**config.mk**
```make
export PLATFORM = sky130hd
export DESIGN_NAME = ibex_ex_issue_ctrl
export DESIGN_NICKNAME = d
export VERILOG_FILES = /design/src/rtl/ibex_ex_issue_ctrl.sv
export SDC_FILE = /design/constraint.sdc
export NUM_CORES = 1
export LEC_CHECK = 0
export ABC_AREA = 0
export ABC_CLOCK_PERIOD_IN_PS = 3900
export CAP_MARGIN = 20
export CORE_ASPECT_RATIO = 1.4
export CORE_MARGIN = 2
export CORE_UTILIZATION = 43
export DETAILED_ROUTE_END_ITERATION = 6
export HOLD_SLACK_MARGIN = 0.06
export PLACE_DENSITY = 0.92
export SLEW_MARGIN = 40
export SYNTH_ARGS = -nofsm -noshare
export SYNTH_HDL_FRONTEND = slang
export SYNTH_SLANG_ARGS = --single-unit
export TNS_END_PERCENT = 100
```
**constraint.sdc**
```tcl
create_clock -name clk_i -period 3.9 [get_ports clk_i]
set_clock_uncertainty 0.1 [all_clocks]
set_input_delay 0.39 -clock clk_i [delete_from_list [all_inputs] [get_ports clk_i]]
set_output_delay 0.39 -clock clk_i [all_outputs]
set_load 0.01 [all_outputs]
```
**src/rtl/ibex_ex_issue_ctrl.sv**
```systemverilog
// Issue/writeback sequencer between decoder and EX: drives EX enables/selects, owns imd registers.
// Latency: accept -> EXEC next cycle; EX completion -> registered wb_valid_o next cycle.
// Backpressure: holds the result in WB until wb_ready_i; kill_i overrides everything and returns to IDLE.
module ibex_ex_issue_ctrl #(
    // Encoding follows ibex_pkg::rv32m_e: 0 None, 1 Slow, 2 Fast, 3 SingleCycle.
    parameter int unsigned RV32M = 2
) (
    input  logic        clk_i,
    input  logic        rst_ni,
    input  logic        instr_valid_i,
    output logic        instr_ready_o,
    input  logic [1:0]  op_class_i,
    input  logic        kill_i,
    output logic        mult_en_o,
    output logic        div_en_o,
    output logic        mult_sel_o,
    output logic        div_sel_o,
    output logic        alu_instr_first_cycle_o,
    output logic        multdiv_ready_id_o,
    input  logic [1:0]  imd_val_we_i,
    input  logic [33:0] imd_val_d_i [2],
    output logic [33:0] imd_val_q_o [2],
    input  logic        ex_valid_i,
    input  logic [31:0] result_ex_i,
    output logic        wb_valid_o,
    input  logic        wb_ready_i,
    output logic [31:0] wb_result_o,
    output logic        ex_stall_o
);

    localparam int unsigned RV32MNone = 0;
    localparam logic [1:0]  CLS_ALU   = 2'b00;
    localparam logic [1:0]  CLS_MUL   = 2'b01;
    localparam logic [1:0]  CLS_DIV   = 2'b10;

    typedef enum logic [1:0] {
        IDLE = 2'b00,
        EXEC = 2'b01,
        WB   = 2'b10
    } state_e;

    state_e      state_q, state_d;
    logic [1:0]  cls_q, cls_in;
    logic        first_q;
    logic [31:0] wb_result_q;
    logic        in_idle, in_exec, in_wb;
    logic        accept;
    logic        capture;

    assign in_idle = (state_q == IDLE);
    assign in_exec = (state_q == EXEC);
    assign in_wb   = (state_q == WB);

    assign instr_ready_o = ~kill_i & (in_idle | (in_wb & wb_ready_i));
    assign accept        = instr_valid_i & instr_ready_o;
    assign capture       = in_exec & ex_valid_i & ~kill_i;

    // Class is normalised at capture so every downstream decode sees only ALU/MUL/DIV.
    always_comb begin
        cls_in = op_class_i;
        if (op_class_i == 2'b11 || RV32M == RV32MNone) begin
            cls_in = CLS_ALU;
        end
    end

    assign mult_sel_o              = in_exec & (cls_q == CLS_MUL);
    assign div_sel_o               = in_exec & (cls_q == CLS_DIV);
    assign mult_en_o               = mult_sel_o & ~kill_i;
    assign div_en_o                = div_sel_o & ~kill_i;
    assign alu_instr_first_cycle_o = in_exec & first_q;
    assign multdiv_ready_id_o      = in_exec;
    assign ex_stall_o              = in_exec & ~ex_valid_i;
    assign wb_valid_o              = in_wb & ~kill_i;
    assign wb_result_o             = wb_result_q;

    always_comb begin
        state_d = state_q;
        case (state_q)
            IDLE: if (accept) state_d = EXEC;
            EXEC: if (ex_valid_i) state_d = WB;
            WB:   if (wb_ready_i) state_d = accept ? EXEC : IDLE;
            default: state_d = IDLE;
        endcase
        if (kill_i) begin
            state_d = IDLE;
        end
    end

    always_ff @(posedge clk_i or negedge rst_ni) begin
        if (!rst_ni) begin
            state_q     <= IDLE;
            cls_q       <= CLS_ALU;
            first_q     <= 1'b0;
            wb_result_q <= 32'h0;
        end else begin
            state_q <= state_d;
            if (accept) begin
                cls_q   <= cls_in;
                first_q <= 1'b1;
            end else if (in_exec) begin
                first_q <= 1'b0;
            end
            if (capture) begin
                wb_result_q <= result_ex_i;
            end
        end
    end

    // Intermediate values persist across instructions; only EX writes during EXEC land.
    always_ff @(posedge clk_i or negedge rst_ni) begin
        if (!rst_ni) begin
            for (int k = 0; k < 2; k++) begin
                imd_val_q_o[k] <= 34'h0;
            end
        end else begin
            for (int k = 0; k < 2; k++) begin
                if (imd_val_we_i[k] && in_exec && !kill_i) begin
                    imd_val_q_o[k] <= imd_val_d_i[k];
                end
            end
        end
    end

endmodule
```
* After elaboration in Yosys (flattened, before gate mapping)
Index checks and enable logic that the tools add are counted.
** Storage, ports and cells
- Flip-flop bits (word level) :: 105
- Input port bits :: 110
- Output and inout port bits :: 109
- Word-level logic and storage cells :: 46
** Cells by class
- Equality and inequality tests :: 8
- Muxes and demuxes :: 9
- Bitwise operators :: 15
- Reduce and logical (&&, ||, !) cells :: 8
** Operators with widths (number)
- $and 1x1->1 :: 12
- $mux 2 :: 5
- $eq 2x2->1 const B :: 3
- $ne 3x3->1 const B :: 2
- $pmux 2 s3 :: 1
- $eq 2x1->1 const B :: 2
- $logic_and 1x1->1 :: 4
- $mux 1 :: 3
- $ne 3x2->1 const B :: 1
- $reduce_and 3->1 :: 1
- $logic_not 2->1 :: 1
- $not 1->1 :: 2
- $reduce_bool 2->1 :: 1
- $logic_not 1->1 :: 1
- $or 1x1->1 :: 1

* Logic depth before layout (Yosys ltp)
- Depth after elaboration :: 9
- Gate-level depth with buffers :: 5
- Gate-level depth less buffers :: 4

* Worst setup path after synthesis
OpenSTA, ideal clock, no wires.
- Kind :: register to register
- Start :: register state_q[1]
- End :: register imd_val_q_o[10] (netlist name)
- Setup time :: 0.125 ns
- Arrival :: 1.310 ns
- Required time :: 3.675 ns
- Path slack :: 2.365 ns
- Cell stages (with the launch flop) :: 6
- Path buffers :: 2
- Period minus slack after synthesis :: 1.535 ns
- Path through :: dfrtp_1 nor3b_2 and2_1 buf_6 buf_12 mux2_4
** Between the ends
- Longest elaborated chain between the ends :: 3
** Ends and longest elaborated chain
- from (decl) :: RTL line 42 : state_e state_q, state_d;
- from (signal assigned) :: RTL line 96 : state_q <= state_d;
- $eq 2x1->1 :: RTL line 51 : assign in_exec = (state_q == EXEC);
- $logic_and 1x1->1 (2 in series) :: RTL line 117 : if (imd_val_we_i[k] && in_exec && !kill_i) begin
- to (signal, indexed assignment) :: RTL line 118 : imd_val_q_o[k] <= imd_val_d_i[k];
- to (decl) :: RTL line 22 : output logic [33:0] imd_val_q_o [2],
No other way between the ends.
A chain may end at the register's enable or synchronous reset.

* Worst setup path in the final report
- Start :: input kill_i
- End :: register imd_val_q_o[4] (netlist name)
** Between the ends
- Longest elaborated chain between the ends :: 2
** Ends and longest elaborated chain
- from (decl) :: RTL line 13 : input logic kill_i,
- $logic_not 1->1 :: RTL line 117
- $logic_and 1x1->1 :: RTL line 117
No other way between the ends.

==> metrics.csv <==
stage,metric,value,unit
drt,drtAntennaViolNets,0,
final_layout,final_nets,580,
pwr,ir_worst_vdd,0.000283,V
logic_synthesis,synth_nets,357,
sta,fin_crit_sh,60.4,%
worst_setup_path,crit_path_max_fanout,22,
worst_setup_path,crit_arrival,2.49,ns
floorplanning,die-width,89.0,um
worst_setup_path,worstPathRequired,4.03,ns
sta,finalSetupViolCount,0,
worst_setup_path,critPathLaunchType,input port,
sta,period_needed,2.36,ns
logic_synthesis,ys_warn_count,0,
place,place_area,0.00656,mm2
logic_synthesis,synthCells,247,
grt,grt_max_degree,77,
place,portBuffers,218,
floorplanning,core_area,0.00990,mm2
cts,htree_levels,3,
place,dpl.hpwl,8.18,mm
sta,relSlewSlack,53.9,%
worst_setup_path,worst_setup_path_end_kind,flop,
logic_synthesis,syn_area_per_cell,17.6,um2
drt,drcViolationCount,0,
cts,cts_sinks,105,
pwr,p_leak,2.94,nW
worst_hold_path,hp-class,flop to flop,
job,max_cap_viol_count,0,
pwr,p_int,2.83,mW
final_layout,drive_gt1_share,26.7,%
sta,timing.setup.tns,0,ns
floorplanning,rows,43,
grt,grt_first_pass_wirelength,16.4,mm
final_layout,diodes,0,
pwr,combPwrFrac,35.5,%
worst_setup_path,criticalPathCategory,input port to flop,
place,dpl_worst_slack,1.18,ns
pwr,p_clk_share,23.7,%
logic_synthesis,synth_seq_cells,105,
pwr,p_per_area,562,mW/mm2
sta,worst_slack,1.54,ns
cts,cts_buffers,9,
logic_synthesis,yosysSeqAreaShare,60.4,%
cts,clk_latency,0.34,ns
cts,cts_buffer_depth,2,
drt,wl_per_cell,17.9,um
drt,totalWireLength,10.9,mm
drt,drt_iter0_markers,76,
cts,path_clk_slew,0.07,ns
floorplanning,initial_core_util,44.0,%
status,status,"complete, no violations",
drt,viasPerCell,4.69,
floorplanning,die_h,123,um
drt,firstDrtPassIters,5,
pwr,p_switching,1.03,mW
grt,grt_overflow_total,0,
pwr,p_sw_share,26.6,%
floorplanning,dieArea,0.0110,mm2
sta,rsz0062_at_grt,no,
drt,dr_total_vias,2863,
cts,root_buffer,clkbuf_16,
final_layout,final_common_cell,clkdlybuf4s50_1,
grt,antenna_found_initial,0,
place,gp_congestion,0.822,
sta,worstMarginPinSlew,0.692,ns
pwr,seqPwrFrac,40.7,%
grt,track_usage,20.2,%
logic_synthesis,synth_area,0.00435,mm2
sta,finalHoldViolCount,0,
cts,cts_tree,yes,
final_layout,mostFrequentLayoutCells,"clkdlybuf4s50_1 (217), dfrtp_1 (105), mux2_4 (61)",
sta,maxSlewViolCount,0,
grt,grt_pass1_vias,3111,
floorplanning,ioPinCount,219,
sta,fmax,424,MHz
final_layout,areaGrowthSynthToFinish,57.9,%
worst_setup_path,reg2reg_slack,1.68,ns
final_layout,final_area,0.00687,mm2
cts,post_cts_buffers,0,
logic_synthesis,synthDistinctLibCells,17,
[registers in the layout, indices dropped and copies added, names as in the netlist]
signal / count
imd_val_q_o: 68
first_q: 1
cls_q: 2
wb_result_o: 32
state_q: 2
[logic make-up (layout without fill, tap and decap cells)]
logic type | Yosys count | in the layout | synth area share [%]
flops | 105 | 105 | 60.4
buf+inv | 14 | 242 | 4.49
mux | 102 | 102 | 31.7
compound gates | 2 | 2 | 0.345
simple gates | 24 | 24 | 3.13
[final timing paths]
path                            startpoint               to  depth (start not counted)
max in group asynchronous           rst_ni         cls_q[0]                          3
worst max-delay path                kill_i   imd_val_q_o[4]                          5
worst min-delay path               first_q          first_q                          2
min in group asynchronous           rst_ni  imd_val_q_o[21]                          2
worst min register to register     first_q          first_q                          2
worst max register to register  state_q[1]   imd_val_q_o[4]                          4
[worst max-delay path, cell delays in order]
cell and delay (ns):
clkdlybuf4s50_1 0.52, nor3b_2 0.23, and2_2 0.63, buf_4 0.38, mux2_4 0.33
[layer usage]
metal | GRT usage [%] | up-vias | routed length, um
met4 | 7.46 | 0 | 235
met1 | 22.5 | 1416 | 3950
met3 | 5.67 | 18 | 799
met5 | 0 | - | 0
li1 | - | 1300 | -
met2 | 36.1 | 129 | 5930
[cell type report]
cell class	count	area, um2
Timing Repair Buffer	224	2230
Clock buffer	9	225
Inverter	2	7.51
Tap cell	135	169
Sequential cell	105	2630
Fill cell	684	3030
Clock inverter	7	80.1
Multi-Input combinational cell	128	1530
[per-stage QoR]
step           power [mW]  instances  util [%]  hold WS [ns]
4_1_cts              3.90        610      69.4         0.385
2_1_floorplan        2.12        247         -      -0.00559
5_1_grt              4.04        610      69.4         0.422
3_5_place_dp         2.97        593      66.2         0.361
6_report             3.86        610      69.4         0.385
3_3_place_gp         2.92        593      66.2         0.354
[cells in the mapped netlist, drive strengths merged]
cell type	number	share of area, %
dfrtp	105	60
nand3	1	0.11
nor2	5	0.43
nand2b	4	0.57
buf	12	4.3
mux2	102	32
nor3b	2	0.46
nand2	2	0.17
nor2b	2	0.29
inv	2	0.17
nor3	2	0.23
a2bb2oi	1	0.20
a31oi	1	0.14
and2	6	0.86
[power groups by stage]
| stage | logic, mW | registers [mW] | clock network (mW) |
|---|---|---|---|
| CTS | 1.39 | 1.58 | 0.936 |
| floorplan | 0.411 | 1.71 | 0 |
| global placement | 1.35 | 1.57 | 0 |
| finish | 1.37 | 1.57 | 0.916 |
| global route | 1.45 | 1.61 | 0.977 |
| detailed placement | 1.38 | 1.59 | 0 |
[what timing repair did]
item | CTS | global route
endpoints found under the hold margin | 74 | 0
resized for setup | 0 | 0
hold buffers | 1 | 0
Note: power is estimated with default switching activity, not from simulation.
